### src/rtl/inst_fetch_queue.sv
// inst_fetch_queue: in-order decoupling FIFO between the IFU and the IDU.
// Holds {pc, inst} pairs in a circular buffer. Flush discards every buffered entry on a redirect.
// Optional build macro IFQ_BYPASS_EN adds a 0-cycle path from in_* to out_* when the queue is empty.
module inst_fetch_queue #(
    parameter int unsigned DEPTH = 4,
    parameter int unsigned XLEN  = 32
) (
    input  logic                     clk,
    input  logic                     rst,
    input  logic                     flush,
    input  logic                     in_valid,
    output logic                     in_ready,
    input  logic [XLEN-1:0]          in_pc,
    input  logic [XLEN-1:0]          in_inst,
    output logic                     out_valid,
    input  logic                     out_ready,
    output logic [XLEN-1:0]          out_pc,
    output logic [XLEN-1:0]          out_inst,
    output logic [$clog2(DEPTH):0]   count
);

    localparam int unsigned AW = $clog2(DEPTH);
    localparam int unsigned PW = AW + 1;

    logic [PW-1:0]   wr_ptr;
    logic [PW-1:0]   rd_ptr;
    logic [AW-1:0]   wr_idx;
    logic [AW-1:0]   rd_idx;
    logic [XLEN-1:0] mem_pc   [DEPTH];
    logic [XLEN-1:0] mem_inst [DEPTH];

    logic empty;
    logic full;
    logic push;
    logic pop;
    logic bypass;
    logic byp_take;
    logic wr_en;
    logic rd_adv;

    assign wr_idx = wr_ptr[AW-1:0];
    assign rd_idx = rd_ptr[AW-1:0];

    // Occupancy flags: the wrap bit distinguishes full from empty when the indices match
    assign empty = (wr_ptr == rd_ptr);
    assign full  = (wr_idx == rd_idx) && (wr_ptr[AW] != rd_ptr[AW]);
    assign count = wr_ptr - rd_ptr;

`ifdef IFQ_BYPASS_EN
    // Empty queue forwards the IFU entry straight through unless a redirect is in progress
    assign bypass = empty & in_valid & ~flush;
`else
    assign bypass = 1'b0;
`endif

    assign in_ready  = ~full;
    assign out_valid = ~empty | bypass;

    assign push     = in_valid & in_ready;
    assign pop      = out_valid & out_ready;
    assign byp_take = bypass & out_ready;
    // A bypassed entry taken by the IDU never enters storage; flush drops stale-path pushes
    assign wr_en    = push & ~flush & ~byp_take;
    assign rd_adv   = pop & ~empty & ~flush;

    // Head entry read; zero while nothing is available
    always_comb begin
        out_pc   = '0;
        out_inst = '0;
        if (bypass) begin
            out_pc   = in_pc;
            out_inst = in_inst;
        end else if (!empty) begin
            out_pc   = mem_pc[rd_idx];
            out_inst = mem_inst[rd_idx];
        end
    end

    // Pointer update: flush snaps the read pointer onto the write pointer
    always_ff @(posedge clk or negedge rst) begin
        if (!rst) begin
            wr_ptr <= '0;
            rd_ptr <= '0;
        end else if (flush) begin
            rd_ptr <= wr_ptr;
        end else begin
            if (wr_en) begin
                wr_ptr <= wr_ptr + PW'(1);
            end
            if (rd_adv) begin
                rd_ptr <= rd_ptr + PW'(1);
            end
        end
    end

    // Entry storage, intentionally not reset
    always_ff @(posedge clk) begin
        if (wr_en) begin
            mem_pc[wr_idx]   <= in_pc;
            mem_inst[wr_idx] <= in_inst;
        end
    end

endmodule

### config.mk
export PLATFORM = sky130hd
export DESIGN_NAME = inst_fetch_queue
export DESIGN_NICKNAME = d
export VERILOG_FILES = /design/src/rtl/inst_fetch_queue.sv
export SDC_FILE = /design/constraint.sdc
export NUM_CORES = 1
export LEC_CHECK = 0
export CORE_ASPECT_RATIO = 0.75
export CORE_MARGIN = 3
export CORE_UTILIZATION = 59
export DETAILED_ROUTE_END_ITERATION = 12
export GPL_ROUTABILITY_DRIVEN = 0
export HOLD_SLACK_MARGIN = 0.05
export PLACE_DENSITY = 0.85
export SETUP_SLACK_MARGIN = 0.05
export SLEW_MARGIN = 15
export SYNTH_ARGS = -nofsm -noshare
export SYNTH_HDL_FRONTEND = slang
export SYNTH_SLANG_ARGS = --single-unit
### constraint.sdc
create_clock -name clk -period 17.4 [get_ports clk]
set_input_delay 3.48 -clock clk [delete_from_list [all_inputs] [get_ports clk]]
set_output_delay 3.48 -clock clk [all_outputs]
set_load 0.03 [all_outputs]
[After elaboration in Yosys (flattened, before gate mapping)]
Memory sizes are Yosys's and may differ from the RTL's.
Index checks and enable logic that the tools add are counted.
Word-level totals
  memory bits (read-only): 0
  bits in writable memories: 256
  register bits after elaboration: 6
  logic and storage cells: 27
  memories kept: 2
  bits in latches: 0
  output and inout port bits: 69
Cells by class
  add/subtract/negate cells: 3
  $mul: 0
  $lt $le $gt $ge: 0
  reduce and logical (&&, ||, !) cells: 3
  bitwise operators: 8
  equal/unequal tests: 3
  shift-type cells: 0
  div/mod/pow operators: 0
  multiplexer cells: 6
Memory list
  mem_inst: depth 4, bits a word 32, read ports 1, clocked after Yosys merged registers in 0, wr ports 1, line 30  | logic [XLEN-1:0] mem_inst [DEPTH];
  mem_pc: depth 4, bits a word 32, read ports 1, clocked after Yosys merged registers in 0, wr ports 1, line 29  | logic [XLEN-1:0] mem_pc [DEPTH];
Operators by type and width (count)
  32-bit two-way mux: 2
  3-bit by 1-bit adder with 3-bit output, second input constant: 2
  3-bit two-way mux: 2
  1-bit AND: 5
  3-bit equality test: 1
  1-bit inverter: 3
  3-bit subtractor: 1
  2-bit equality test: 1
  1-bit two-way mux: 2
  2-bit AND reduction: 1
  2-bit nonzero test: 1
  1-bit logical AND: 1
  1-bit != test: 1

[Longest topological paths before layout]
  depth in word-level cells: 7
  gate-level depth with buffers: 8
  gate-level depth less buffers: 5

[Least setup slack after synthesis]
Ideal clock, no wire load.
  path kind: input -> register
  start: in flush
  end: mem mem_inst[3][0] (enable)
  path buffers: 1
  library setup time: 0.586 ns
  stages on the path: 3
  slack: 8.127 ns
  data arrival time: 8.686 ns
  required time: 16.814 ns
  cells stage by stage: clkbuf_1 nand2b_1 a211oi_1
On the way
  cells in the longest elaborated chain, start to end: 4
RTL lines
  start, declared: line 10  | input logic flush,
  1-bit inverter: line 63  | assign wr_en = push & ~flush & ~byp_take;
  1-bit AND: line 63
  1-bit two-way mux: line 98  | if (wr_en) begin
  1-bit two-way mux (not written as such): line 100  | mem_inst[wr_idx] <= in_inst;
  end, declared: line 30
No other way between the ends.

[Worst setup path after layout]
  start: reg rd_ptr[1]
  end: out out_pc[3]
On the way
  cells in the longest elaborated chain, start to end: 2
  elaborated cells on any way between the ends: 3
  classes of those cells: 1 x eq/ne; 1 x mux; 1 x memory
RTL lines
  start, declared: line 26  | logic [PW-1:0] rd_ptr;
  start signal, assigned: line 85  | rd_ptr <= wr_ptr;
  start signal, assigned: line 91  | rd_ptr <= rd_ptr + PW'(1);
  memory 4 x 32 bit / 3-bit equality test (equally long branches)
  32-bit two-way mux (*): line 73  | end else if (!empty) begin
  end, declared: line 17  | output logic [XLEN-1:0] out_pc,
Mark *: on every way between the ends. The rest lies on a longest branch, timed or not.

==> impl_results.md <==
- Placed cell count: around 790
- GR Layer Usage met3: 0.0465
- Die height: 120 um
- Multi-input gate area: 0.00221 sq mm
- Clock tree root driver cell: clkbuf_16
- Final Slew Violations: 0
- P_leak: slightly above 4 nW
- Post-Synthesis Cells: ~460
- Max cap viols: 0
- Sw Ratio: 0.363
- # rows: 40
- R2R Path End: mem_inst[1][27]
- Cell count of the worst reg-to-reg path: 5
- Crit-path max FO: between 60 and 70
- Avg Vias per Cell: about 6
- Fin worst setup slack: 9.84 ns
- Total track usage: 0.204
- Buffers on Ports: 137
- Dpl hpwl: about 11 mm
- DRT iter0 DRCs: between 400 and 500
- Grt total ovfl: 0
- Pwr Total: roughly 2.4 mW
- WP data required: around 14 ns
- Period utilization: 0.434
- Min-Delay Startpoint: wr_ptr[2]
- YS warnings: 0
- First-pass GRT wire length: between 20 and 30 mm
- CTS clk-pin slew, worst paths: approximately 0.06 ns
- CTS tree: built
- Clock Latency Late Sink: about 0.5 ns
- Sequential power share: 0.351
- Mean Syn Cell Area: ~22 sq um
- DRT Wirelength: 18.6 mm
- Commonest non-fill, non-tap cell in the layout: edfxtp_1
- Seq/Total Area, Yosys: 0.771
- Arrival time worst endpoint: between 4 and 5 ns
- Number of setup buffers added after CTS: 0
- Fill count: approximately 880
- Reg area: 0.00785 sq mm
- Max Fclk: ~0.13 GHz
- Die ar.: 0.0189 sq mm
- R2r setup slk: around 14 ns
- Post-route setup TNS: 0 ns
- # diodes: 0
- PwrDens: ~200 mW/mm^2
- Worst Skew: between 0.01 and 0.015 ns
- Unrepaired setup endpoints after global routing: no
- Largest net degree at the start of global routing: slightly below 70
- Hold WS: approximately 0.61 ns
- Worst-margin pin slew: 1.00 ns
- IO Count: 138
- Logic pwr share: 0.445
- Synth unique cells: 30
- Min-Delay Path Class: reg2reg
- Met1 Use GR: 0.301
- Initial antenna violation count: 0
- Critical path type: reg2out
- Worst slew margin: 0.331
- Routed vias: around 4900
- Share of cells above drive strength 1: 0.173
- # DRC: 0
- Most frequent cells in the layout: edfxtp_1, clkdlybuf4s50_1, nor2b_1
- Run status: complete, no violations
- Post-route ant nets: 0
- Maximum VDD drop: approximately 0.00017 V
- Met2 Resource Use GR: 0.322
- Clock power frac: 0.204
- Fin nets: 685
- Post-layout min period: about 7.6 ns
- Layout Cells excl Fill: between 800 and 900
- Initial Utilization: 0.617
- RR Startpoint: rd_ptr[1]
- H-tree depth: 1
- Clk sink count: 262
- Critical path endpoint category: output pin
- Vias in the first global route: ~5000
- Crit start category: flip-flop
- Die X: between 150 and 200 um
- Routed len/inst: approximately 22 um
- Post_cts resized: 0
- Yosys reg bits: around 260
- Busiest grt layer: met2
- CTS Buffer Depth: 3
- Final Hold Vio Count: 0
- Post-synthesis net count: between 500 and 600
- Area Growth Syn to Fin: 22.9%
- CTS Buf Count: 24
- First drt pass iteration count: 5
- NetSw: between 0.8 and 0.9 mW
- Placement-stage worst setup slack: between 10 and 15 ns
- Finish-stage setup viols: 0
- Mapped Area: 0.0102 sq mm
- Int Pwr: around 1.6 mW
- Core box area: about 0.016 sq mm
- Post-CTS Hold Buffers: 0
- CP endpoint: out_pc[3]
- Critical Path Source: rd_ptr[1]
==> cells in the mapped netlist <==
library cell | count | area [sq um]
mux4_2 | 64 | 1440
edfxtp_1 | 256 | 7690
buf_4 | 5 | 37.5
nand3_1 | 5 | 25.0
a211oi_1 | 1 | 7.51
nor2b_1 | 66 | 413
o2111ai_1 | 1 | 8.76
nor3b_1 | 1 | 7.51
xnor2_1 | 3 | 26.3
buf_1 | 3 | 11.3
and2_0 | 1 | 6.26
o211ai_1 | 1 | 7.51
xor2_2 | 1 | 16.3
a21oi_1 | 2 | 10.0
a221oi_1 | 1 | 8.76
o22ai_1 | 1 | 6.26
clkbuf_1 | 5 | 18.8
nand2b_1 | 1 | 6.26
ha_1 | 7 | 87.6
mux2_2 | 1 | 11.3
fa_1 | 1 | 20.0
nand2_1 | 4 | 15.0
xor2_1 | 1 | 8.76
dfrtp_1 | 6 | 150
o31a_1 | 1 | 8.76
a22oi_1 | 1 | 7.51
inv_1 | 8 | 30.0
nor2_1 | 3 | 11.3
buf_2 | 10 | 50.1
and2_1 | 3 | 18.8
==> worst max-delay path: stages, from the launching register on <==
cell	delay, ns
dfrtp_4	1.09
inv_1	0.16
ha_1	0.37
nand2_1	0.13
nor2_4	0.47
buf_4	0.53
nor2b_1	0.15
clkdlybuf4s50_1	0.64
==> area by class of cell <==
class | instances | share of cell area
inverters | 8 | 0.00240
well taps | 210 | 0.0210
clock buffers | 28 | 0.0510
multi-input cells | 171 | 0.177
repair buffers | 141 | 0.112
flip-flops and latches | 262 | 0.628
clock inverters | 13 | 0.00901
==> power groups by stage <==
stage / Combinational, mW / Sequential [mW] / Clock, mW
after floorplan: 0.728 / 0.815 / 0
after global placement: 1.08 / 0.866 / 0
after detailed placement: 1.09 / 0.873 / 0
after CTS: 1.10 / 0.860 / 0.508
after global routing: 1.15 / 0.871 / 0.537
final: 1.09 / 0.857 / 0.499
==> routing by layer <==
layer	part of all wire	up-vias	wire [um]
met3	0.087	25	1620
li1	-	2157	-
met5	0	-	0
met1	0.41	2494	7620
met4	0.016	0	303
met2	0.49	227	9100
==> worst min-delay path by stage <==
stage	endpoint	slack, ns	cells after the start
floorplan	wr_ptr[2]	0.54	1
global placement	wr_ptr[2]	0.56	1
CTS	wr_ptr[2]	0.61	1
finish	wr_ptr[2]	0.61	1
global route	wr_ptr[2]	0.66	1
detailed placement	wr_ptr[2]	0.57	1
==> through the flow <==
step | cell area [sq um] | util
2_1_floorplan | 10200 | -
3_5_place_dp | 11700 | 0.713
6_report | 12500 | 0.759
4_1_cts | 12500 | 0.759
5_1_grt | 12500 | 0.759
3_3_place_gp | 11700 | 0.713
==> sequential cells by signal (all words and copies together) (netlist names) <==
name,flops
mem_inst,128
mem_pc,128
rd_ptr,3
wr_ptr,3
==> cell families after synthesis <==
logic type               Yosys count  synth area share
AO/OA/AOI/OAI                      9           0.00640
flip-flops                       262             0.771
AND/OR/NAND/NOR                   84            0.0495
multiplexers                      65             0.143
buffers and inverters             31            0.0145
adder cells (fa/ha/maj)            8            0.0106
XOR/XNOR                           5           0.00505
No activity file was read; power rests on OpenSTA's default activity.
